File: src/rtl/divider_8b_by_4b.sv
// Sequential restoring divider: 2N-bit dividend by N-bit divisor, one quotient bit per cycle.
// Optional macro DIVIDER_DBZ_FAST_EN short-circuits divide-by-zero through a two-cycle FAST state.
module divider_8b_by_4b #(
    parameter int N = 4
) (
    input  logic             clk,
    input  logic             rst_n,
    input  logic             in_valid,
    output logic             in_ready,
    input  logic [2*N-1:0]   x,
    input  logic [N-1:0]     y,
    output logic             out_valid,
    input  logic             out_ready,
    output logic [2*N-1:0]   q,
    output logic [N-1:0]     r,
    output logic             dbz
);

    localparam int W  = 2 * N;
    localparam int CW = $clog2(W);

`ifdef DIVIDER_DBZ_FAST_EN
    typedef enum logic [1:0] {
        S_IDLE = 2'd0,
        S_RUN  = 2'd1,
        S_DONE = 2'd2,
        S_FAST = 2'd3
    } state_t;
`else
    typedef enum logic [1:0] {
        S_IDLE = 2'd0,
        S_RUN  = 2'd1,
        S_DONE = 2'd2
    } state_t;
`endif

    state_t          state_r;
    logic [W-1:0]    qsr_r;
    logic [N-1:0]    div_r;
    logic [N:0]      rem_r;
    logic [CW-1:0]   cnt_r;
    logic [W-1:0]    q_r;
    logic [N-1:0]    r_r;
    logic            dbz_r;
    logic            out_valid_r;
    logic            in_ready_r;

    logic [N:0]      rem_sh_s;
    logic [N:0]      rem_nx_s;
    logic [W-1:0]    qsr_nx_s;
    logic            bit_s;

    // One restoring step: shift in the next dividend bit, subtract when the divisor fits.
    always_comb begin
        rem_sh_s = {rem_r[N-1:0], qsr_r[W-1]};
        rem_nx_s = rem_sh_s;
        bit_s    = 1'b0;
        if (rem_sh_s >= {1'b0, div_r}) begin
            rem_nx_s = rem_sh_s - {1'b0, div_r};
            bit_s    = 1'b1;
        end else begin
            rem_nx_s = rem_sh_s;
            bit_s    = 1'b0;
        end
        qsr_nx_s = {qsr_r[W-2:0], bit_s};
    end

    // Control FSM, datapath registers and registered handshake/result outputs.
    always_ff @(posedge clk or negedge rst_n) begin
        if (!rst_n) begin
            state_r     <= S_IDLE;
            qsr_r       <= {W{1'b0}};
            div_r       <= {N{1'b0}};
            rem_r       <= {(N+1){1'b0}};
            cnt_r       <= {CW{1'b0}};
            q_r         <= {W{1'b0}};
            r_r         <= {N{1'b0}};
            dbz_r       <= 1'b0;
            out_valid_r <= 1'b0;
            in_ready_r  <= 1'b1;
        end else begin
            case (state_r)
                S_IDLE: begin
                    if (in_valid && in_ready_r) begin
                        qsr_r      <= x;
                        div_r      <= y;
                        rem_r      <= {(N+1){1'b0}};
                        cnt_r      <= {CW{1'b0}};
                        in_ready_r <= 1'b0;
`ifdef DIVIDER_DBZ_FAST_EN
                        if (y == {N{1'b0}}) begin
                            state_r <= S_FAST;
                        end else begin
                            state_r <= S_RUN;
                        end
`else
                        state_r    <= S_RUN;
`endif
                    end else begin
                        in_ready_r <= 1'b1;
                    end
                end
                S_RUN: begin
                    rem_r <= rem_nx_s;
                    qsr_r <= qsr_nx_s;
                    cnt_r <= cnt_r + CW'(1);
                    if (cnt_r == CW'(W - 1)) begin
                        q_r         <= qsr_nx_s;
                        r_r         <= rem_nx_s[N-1:0];
                        dbz_r       <= (div_r == {N{1'b0}});
                        out_valid_r <= 1'b1;
                        state_r     <= S_DONE;
                    end
                end
`ifdef DIVIDER_DBZ_FAST_EN
                // Held for two cycles so the fast path reports with latency 2.
                S_FAST: begin
                    if (cnt_r == CW'(1)) begin
                        q_r         <= {W{1'b1}};
                        r_r         <= qsr_r[N-1:0];
                        dbz_r       <= 1'b1;
                        out_valid_r <= 1'b1;
                        state_r     <= S_DONE;
                    end else begin
                        cnt_r <= cnt_r + CW'(1);
                    end
                end
`endif
                S_DONE: begin
                    if (out_ready) begin
                        out_valid_r <= 1'b0;
                        in_ready_r  <= 1'b1;
                        state_r     <= S_IDLE;
                    end
                end
                default: begin
                    state_r     <= S_IDLE;
                    out_valid_r <= 1'b0;
                    in_ready_r  <= 1'b1;
                end
            endcase
        end
    end

    assign in_ready  = in_ready_r;
    assign out_valid = out_valid_r;
    assign q         = q_r;
    assign r         = r_r;
    assign dbz       = dbz_r;

endmodule

File: config.mk
export PLATFORM = sky130hd
export DESIGN_NAME = divider_8b_by_4b
export DESIGN_NICKNAME = d
export VERILOG_FILES = /design/src/rtl/divider_8b_by_4b.sv
export SDC_FILE = /design/constraint.sdc
export NUM_CORES = 1
export LEC_CHECK = 0
export ABC_AREA = 1
export CORE_MARGIN = 3
export CORE_UTILIZATION = 28
export CTS_CLUSTER_SIZE = 40
export DETAILED_ROUTE_END_ITERATION = 8
export SLEW_MARGIN = 25
export SYNTH_ARGS = -nofsm -noshare
export SYNTH_HDL_FRONTEND = slang
export SYNTH_SLANG_ARGS = --single-unit
export TNS_END_PERCENT = 20
File: constraint.sdc
create_clock -name clk -period 2.1 [get_ports clk]
set_input_delay 0.42 -clock clk [delete_from_list [all_inputs] [get_ports clk]]
set_output_delay 0.42 -clock clk [all_outputs]
set_load 0.01 [all_outputs]
# Word-level counts from Yosys, hierarchy flattened
# Index checks and enable logic that the tools add are counted.
dict set report op_classes {
  n_addsub 2
  order_cmp 1
  n_eq_ne 6
  mux 18
  n_bitwise 2
  reduce_logical 10
}
# operator n
set op_table {}
lappend op_table {{$pmux 8 s2} 1}
lappend op_table {{$mux 4} 2}
lappend op_table {{$mux 8} 1}
lappend op_table {{$pmux 4 s2} 1}
lappend op_table {{$reduce_and 2->1} 4}
lappend op_table {{$mux 2} 3}
lappend op_table {{$ne 2x2->1 const B} 3}
lappend op_table {{$pmux 1 s3} 2}
lappend op_table {{$pmux 2 s3} 1}
lappend op_table {{$pmux 3 s2} 1}
lappend op_table {{$reduce_and 3->1} 2}
lappend op_table {{$ge 5x4->1} 1}
lappend op_table {{$mux 1} 5}
lappend op_table {{$logic_not 4->1} 1}
lappend op_table {{$sub 4x4->4} 1}
lappend op_table {{$add 3x1->3 const B} 1}
lappend op_table {{$eq 3x3->1 const B} 1}
lappend op_table {{$mux 3} 1}
lappend op_table {{$eq 2x1->1 const B} 1}
lappend op_table {{$eq 2x2->1 const B} 1}
lappend op_table {{$logic_not 2->1} 1}
lappend op_table {{$not 1->1} 2}
lappend op_table {{$reduce_bool 2->1} 1}
lappend op_table {{$logic_and 1x1->1} 1}
dict set report word_totals {
  regBits 36
  output_inout_bits 15
  word_cells 49
}

# Depth between registers and ports, before layout
# Gate-level depths: netlist (run 1).
dict set report logic_depth {
  depth_word 3
  mapped_depth 10
  mapped_depth_nobuf 10
}

# Least setup slack after synthesis (run 1)
# Ideal clock, no wire load.
dict set report synth_timing {
  path_kind {reg2reg}
  from {register qsr_r[7]}
  to {register r_r[2] (netlist: r[2])}
  arrival_time_ns 1.298
  required_time_ns 1.982
  path_slack_ns 0.684
  path_stages_with_launch 9
  path_buffers 0
  synth_period_minus_slack_ns 1.416
  cell_sequence {dfrtp_1 -> inv_1 -> ha_1 -> inv_1 -> fa_1 -> xnor2_1 -> nand2_1 -> nand3_1 -> nand2_1}
}
dict set report synth_between {
  elab_chain_len 2
  word_cells_on_any_way 3
}
# element line_no
set synth_lines {}
lappend synth_lines {{from (decl)} 38} ;# logic [W-1:0] qsr_r;
lappend synth_lines {{from (signal assigned)} 72} ;# qsr_r <= {W{1'b0}};
lappend synth_lines {{from (signal assigned)} 105} ;# qsr_r <= qsr_nx_s;
lappend synth_lines {{$sub 4x4->4 / $ge 5x4->1 (equally long branches)} {59, 58}}
lappend synth_lines {{$mux 4 *} 58} ;# if (rem_sh_s >= {1'b0, div_r}) begin
lappend synth_lines {{to (signal assigned)} 77} ;# r_r <= {N{1'b0}};
lappend synth_lines {{to (signal assigned)} 109} ;# r_r <= rem_nx_s[N-1:0];
lappend synth_lines {{to (decl)} 43} ;# logic [N-1:0] r_r;
# Mark *: on every way between the ends. The rest lies on a longest branch, timed or not.
# A chain may end at the register's enable or synchronous reset.

# Worst setup path after layout (run 1)
dict set report layout_timing {
  from {register in_ready_r (netlist: in_ready)}
  to {output port in_ready}
}
# element line_no
set layout_rtl {}
lappend layout_rtl {{from (decl)} 46} ;# logic in_ready_r;
lappend layout_rtl {{from (signal assigned)} 80} ;# in_ready_r <= 1'b1;
lappend layout_rtl {{from (signal assigned)} 89} ;# in_ready_r <= 1'b0;
lappend layout_rtl {{from (signal assigned)} 100} ;# in_ready_r <= 1'b1;
lappend layout_rtl {{to (decl)} 9} ;# output logic in_ready,
# No word-level cell between the ends.

==> results of run 1 <==
[layer usage]
metal,track usage,part of all wire
met5,0,0
met4,0.05949,0.025
met3,0.03122,0.053
met2,0.1753,0.47
met1,0.1352,0.45
[worst max path at each step]
stage | start | endpoint | slack, ps | depth (start not counted)
2_1_floorplan | qsr_r[7] | r[2] | 680 | 8
3_3_place_gp | in_valid | qsr_r[7] | 330 | 7
3_5_place_dp | in_valid | qsr_r[7] | 300 | 7
4_1_cts | in_ready | in_ready | 300 | 1
5_1_grt | div_r[2] | r[1] | 270 | 9
6_report | in_ready | in_ready | 310 | 1
[stage by stage]
stage	setup WS (ps)	instances	total power [W]	hold WS [ps]
2_1_floorplan	684.3	199	0.002751	124.4
3_5_place_dp	304.7	300	0.003252	468.2
6_report	311.5	308	0.003762	480.0
5_1_grt	270.3	308	0.004166	509.9
4_1_cts	297.9	308	0.003805	485.5
3_3_place_gp	326.2	300	0.003213	464.8
[worst register-to-register path, cell delays in order, from the launching register on]
cell and delay [ps]:
dfrtp_1 360, inv_1 100, ha_1 280, a21oi_1 140
nand2_1 80, nand2_1 140, nand2_1 150, nand2_1 120
nand3_1 80, nand2_1 70
[report_power, final]
part           total (W)  leakage [nW]  switching [W]  internal [W]
logic            0.00201         0.600        0.00117      0.000840
registers        0.00120         0.449       0.000174       0.00103
clock network   0.000549        0.0515       0.000250      0.000299
[cell type report]
type,instances,area share
Timing Repair Buffer,32,0.1432
Clock buffer,8,0.04374
Multi-Input combinational cell,131,0.3319
Tap cell,75,0.04101
Inverter,26,0.04593
Sequential cell,36,0.3942
[state kept, by name, indices dropped and copies added, names as in the netlist]
signal     flops
q              8
qsr_r          8
div_r          4
r              4
rem_r          4
cnt_r          3
state_r        2
dbz            1
in_ready       1
out_valid      1
[placed cells by master, fill, tap and decap left out, drive strengths merged, types with 6 or more instances in the layout]
| cell type | netlist | routed |
|---|---|---|
| nor2 | 9 | 9 |
| inv | 25 | 25 |
| o21ai | 28 | 28 |
| nand2 | 67 | 67 |
| dfrtp | 35 | 35 |
| clkdlybuf4s50 | 0 | 30 |
| clkbuf | 1 | 8 |
| ha | 6 | 6 |
| nand3 | 13 | 13 |
[kinds of logic (layout without fill, tap and decap cells)]
| kind of cell | count (synthesis) | count (layout) | synth area share |
|---|---|---|---|
| buffers and inverters | 32 | 66 | 0.09228 |
| XOR/XNOR | 1 | 1 | 0.004786 |
| AO/OA/AOI/OAI | 34 | 34 | 0.1333 |
| adder cells (fa/ha/maj) | 7 | 7 | 0.05195 |
| flip-flops | 36 | 36 | 0.4928 |
| AND/OR/NAND/NOR | 89 | 89 | 0.2249 |
==> impl_metrics.env, run 1 <==
export IMPL_status="finished clean"
export IMPL_final_seq_area_um2=902.1
export IMPL_drt_iter0_drc=61
export IMPL_grt_pass1_wl_um=6382
export IMPL_clock_sinks=36
export IMPL_final_hold_violation_count=0
export IMPL_clk_pin_slew_ps=70
export IMPL_cp_end_kind="output port"
export IMPL_max_stage_delay_ps=540
export IMPL_grt_max_degree=37
export IMPL_reg2reg_from="div_r[2]"
export IMPL_die_height_um=86.86
export IMPL_cts_hold_buf=0
export IMPL_synth_largest_area_cell="dfrtp_1"
export IMPL_drt_total_wl_um=3573
export IMPL_antenna_left=0
export IMPL_crit_family="flip-flops"
export IMPL_cts_root_buf="clkbuf_8"
export IMPL_worstPathCellList="clkdlybuf4s50_1"
export IMPL_core_rowCount=28
export IMPL_finalSetupTns_ps=0
export IMPL_drv_cap=0
export IMPL_yosysUniqueCellTypes=28
export IMPL_synth_area_leaders="dfrtp_1 48%, nand2_1 12%, o21ai_2 7.2%"
export IMPL_ios=31
export IMPL_hold_class="reg -> reg"
export IMPL_insertion_delay_ps=300
export IMPL_htree_levels=2
export IMPL_drc=0
export IMPL_async_reset_ff_frac=1.000
export IMPL_power_density_nw_per_um2=1644
export IMPL_rr_worst_depth=9
export IMPL_crit_path_max_fanout=3
export IMPL_firstDrtPassIters=4
export IMPL_wl_per_cell_um=11.60
export IMPL_worst_pin_slew_ps=461.9
export IMPL_place_congestion=0.8173
export IMPL_track_usage=0.1105
export IMPL_arrival_ps=1370
export IMPL_postSynthCellCount=199
export IMPL_grt_overflow=0
export IMPL_fin_util=0.3733
export IMPL_yosysMostFrequentCell="nand2_1"
export IMPL_post_cts_buffers=0
export IMPL_crit_slowest_cell="dfstp_2"
export IMPL_antenna_found_initial=0
export IMPL_holdCritStartpoint="q[2]"
export IMPL_slew_headroom=0.6921
export IMPL_synthToLayoutAreaGrowth_pct=25.02
export IMPL_setup_viol=0
export IMPL_ys_flop_type="dfrtp_1"
export IMPL_yosysWarnings=0
export IMPL_vias=1361
export IMPL_ys_seq_area_frac=0.4928
export IMPL_required_ps=1680
export IMPL_peakVddDrop_uv=584.7
export IMPL_worst_hold_path_endpoint="q[2]"
export IMPL_fin_worst_skew_ps=7.401
export IMPL_hpwl_um=2572
export IMPL_syn_area_um2=1831
export IMPL_drive_above_1_share=0.1760
export IMPL_antennaDiodeCount=0
export IMPL_ys_ff_latch=36
export IMPL_period_needed_ps=1789
export IMPL_initial_core_util=0.2986
export IMPL_core_area_um2=6131
export IMPL_reg2reg_slack_ps=520
export IMPL_first_global_vias=1414
export IMPL_vias_per_cell=4.419
export IMPL_multi_input_area_um2=759.5
export IMPL_cts_max_path_buffers=2
export IMPL_post_route_period_util=0.8517
export IMPL_crit_buf_inv=1
export IMPL_dieWidth_um=86.86
export IMPL_avgSynthCellArea_um2=9.199
export IMPL_total_leakage_power_nw=1.101
export IMPL_stdcell_area_um2=2288
export IMPL_rr_endpoint="r[2]"
export IMPL_cts_tree="done"
export IMPL_crit_type="reg -> out"
export IMPL_n_fill_cell=624
export IMPL_layout_nets=255
export IMPL_rsz0062_at_grt="no"
export IMPL_fmax_ghz=0.5591
export IMPL_synth_common_cells="59 x nand2_1, 35 x dfrtp_1, 21 x inv_1"
export IMPL_synth_top_area_frac=0.4785
export IMPL_io_buffers=30
export IMPL_syn_nets=222
export IMPL_drv_slew=0
export IMPL_postCtsResizedCells=0
export IMPL_holdPathStages=2
export IMPL_synth_enable_flop_cells=0
export IMPL_dpl_instance_area_um2=2188
export IMPL_cts_made_buffers=5
export IMPL_die_area_um2=7544
export IMPL_critPathLaunchType="flop"
Power figures use the tool's default switching activity.
==> run 2: changes to the inputs <==
--- a/config.mk
+++ b/config.mk
@@ -8,8 +8,10 @@
 export ABC_AREA = 1
 export CORE_MARGIN = 3
 export CORE_UTILIZATION = 28
+export CTS_BUF_LIST = sky130_fd_sc_hd__clkbuf_4 sky130_fd_sc_hd__clkbuf_8 sky130_fd_sc_hd__clkbuf_16
 export CTS_CLUSTER_SIZE = 40
 export DETAILED_ROUTE_END_ITERATION = 8
+export GPL_TIMING_DRIVEN = 0
 export SLEW_MARGIN = 25
 export SYNTH_ARGS = -nofsm -noshare
 export SYNTH_HDL_FRONTEND = slang
==> run 2 against run 1 <==
  * Combinational power up 6%
  * Cell count increased by 1.6%
  * Routed wire length up 8.2%
  * Highest routed layer unchanged
  * Largest cell class unchanged
  * Hold slack lost 440 ps
==> impl_metrics.env, run 2 (synthesis gave the netlist of run 1 again) <==
export IMPL_clock_sinks=36
export IMPL_grtUsageMet2=0.2029
export IMPL_total_leakage_power_nw=1.136
export IMPL_worst_pin_slew_ps=391.7
export IMPL_place_congestion=0.8454
export IMPL_antenna_left=0
export IMPL_worstPathCellList="clkdlybuf4s50_1"
export IMPL_cts_tree="done"
export IMPL_drt_iter0_drc=65
export IMPL_die_height_um=86.86
export IMPL_htree_levels=2
export IMPL_drive_above_1_share=0.2017
export IMPL_crit_type="reg -> out"
export IMPL_slew_headroom=0.7388
export IMPL_cts_max_path_buffers=2
export IMPL_core_area_um2=6131
export IMPL_drc=0
export IMPL_dpl_instance_area_um2=2247
export IMPL_drv_slew=0
export IMPL_post_place_ws_ps=417.8
export IMPL_antennaDiodeCount=0
export IMPL_critPathLaunchType="flop"
export IMPL_cp_end_kind="output port"
export IMPL_max_stage_delay_ps=540
export IMPL_dieWidth_um=86.86
export IMPL_wl_per_cell_um=12.35
export IMPL_setup_viol=0
export IMPL_grt_use_met1=0.1559
export IMPL_ios=31
export IMPL_status="finished clean"
export IMPL_fmax_ghz=0.5574
export IMPL_cts_hold_buf=0
export IMPL_die_area_um2=7544
export IMPL_fin_ws_ps=306.0
export IMPL_grt_max_degree=24
export IMPL_first_global_vias=1583
export IMPL_cts_root_buf="clkbuf_8"
export IMPL_track_usage=0.1238
export IMPL_period_needed_ps=1794
export IMPL_cts_made_buffers=5
export IMPL_met3_usage=0.03311
export IMPL_clk_pin_slew_ps=70
export IMPL_hpwl_um=2838
export IMPL_antenna_found_initial=0
export IMPL_postCtsResizedCells=0
export IMPL_grt_overflow=0
export IMPL_arrival_ps=1370
export IMPL_crit_path_max_fanout=3
export IMPL_mostFrequentLayoutCells="59 x nand2_1, 35 x dfrtp_1, 29 x clkdlybuf4s50_1"
export IMPL_drt_total_wl_um=3866
export IMPL_crit_buf_inv=1
export IMPL_crit_start="in_ready"
export IMPL_hold_class="in -> async"
export IMPL_initial_core_util=0.2986
export IMPL_vias=1393
export IMPL_stdcell_area_um2=2345
export IMPL_grt_most_used_layer="met2"
export IMPL_reg2reg_from="div_r[2]"
export IMPL_synthToLayoutAreaGrowth_pct=28.09
export IMPL_required_ps=1680
export IMPL_layout_nets=260
export IMPL_io_buffers=30
export IMPL_grt_pass1_wl_um=7251
export IMPL_finalSetupTns_ps=0
export IMPL_post_route_period_util=0.8543
export IMPL_final_hold_violation_count=0
export IMPL_layout_commonest_cell="nand2_1"
export IMPL_core_rowCount=28
export IMPL_power_density_nw_per_um2=1657
export IMPL_insertion_delay_ps=290
export IMPL_rsz0062_at_grt="no"
export IMPL_post_cts_buffers=0
export IMPL_fin_hold_ws_ps=41.17
export IMPL_firstDrtPassIters=4
export IMPL_fin_worst_skew_ps=5.075
export IMPL_crit_family="flip-flops"
export IMPL_peakVddDrop_uv=648.5
export IMPL_crit_slowest_cell="dfstp_2"
export IMPL_drv_cap=0
export IMPL_vias_per_cell=4.450
-- run 2: report_power, final --
part	internal, W	switching, W
combinational	0.000922	0.00122
sequential	0.00103	0.000173
clock	0.000293	0.000248
total	0.00225	0.00164
-- run 2: layer usage --
metal | up-vias | routed length (um)
met5 | - | 0
met4 | 0 | 65
met3 | 8 | 197
met2 | 33 | 1843
met1 | 648 | 1760
li1 | 704 | -
-- run 2: path summary, 6_finish.rpt --
path / slack (ps) / cells past startpoint / end
setup / recovery: 310 / 1 / in_ready
hold / removal: 40 / 1 / state_r[0]
max in group asynchronous: 1620 / 2 / q[0]
hold reg to reg: 480 / 2 / q[1]
setup reg to reg: 510 / 9 / r[2]
min in group clk: 480 / 2 / q[1]
-- run 2: cell type report --
| cell class | count | area, um2 |
|---|---|---|
| Fill cell | 604 | 3786 |
| Sequential cell | 36 | 902.1 |
| Multi-Input combinational cell | 131 | 759.5 |
| Timing Repair Buffer | 31 | 322.8 |
| Inverter | 26 | 105.1 |
| Clock buffer | 8 | 97.59 |
| Tap cell | 75 | 93.84 |
| Buffer | 6 | 63.81 |
-- run 2: stage by stage --
stage | utilization | std cells | power (W)
floorplan | - | 199 | 0.002751
global placement | 0.3629 | 304 | 0.003316
detailed placement | 0.3665 | 305 | 0.003376
CTS | 0.3824 | 313 | 0.003932
global route | 0.3824 | 313 | 0.004360
finish | 0.3824 | 313 | 0.003885
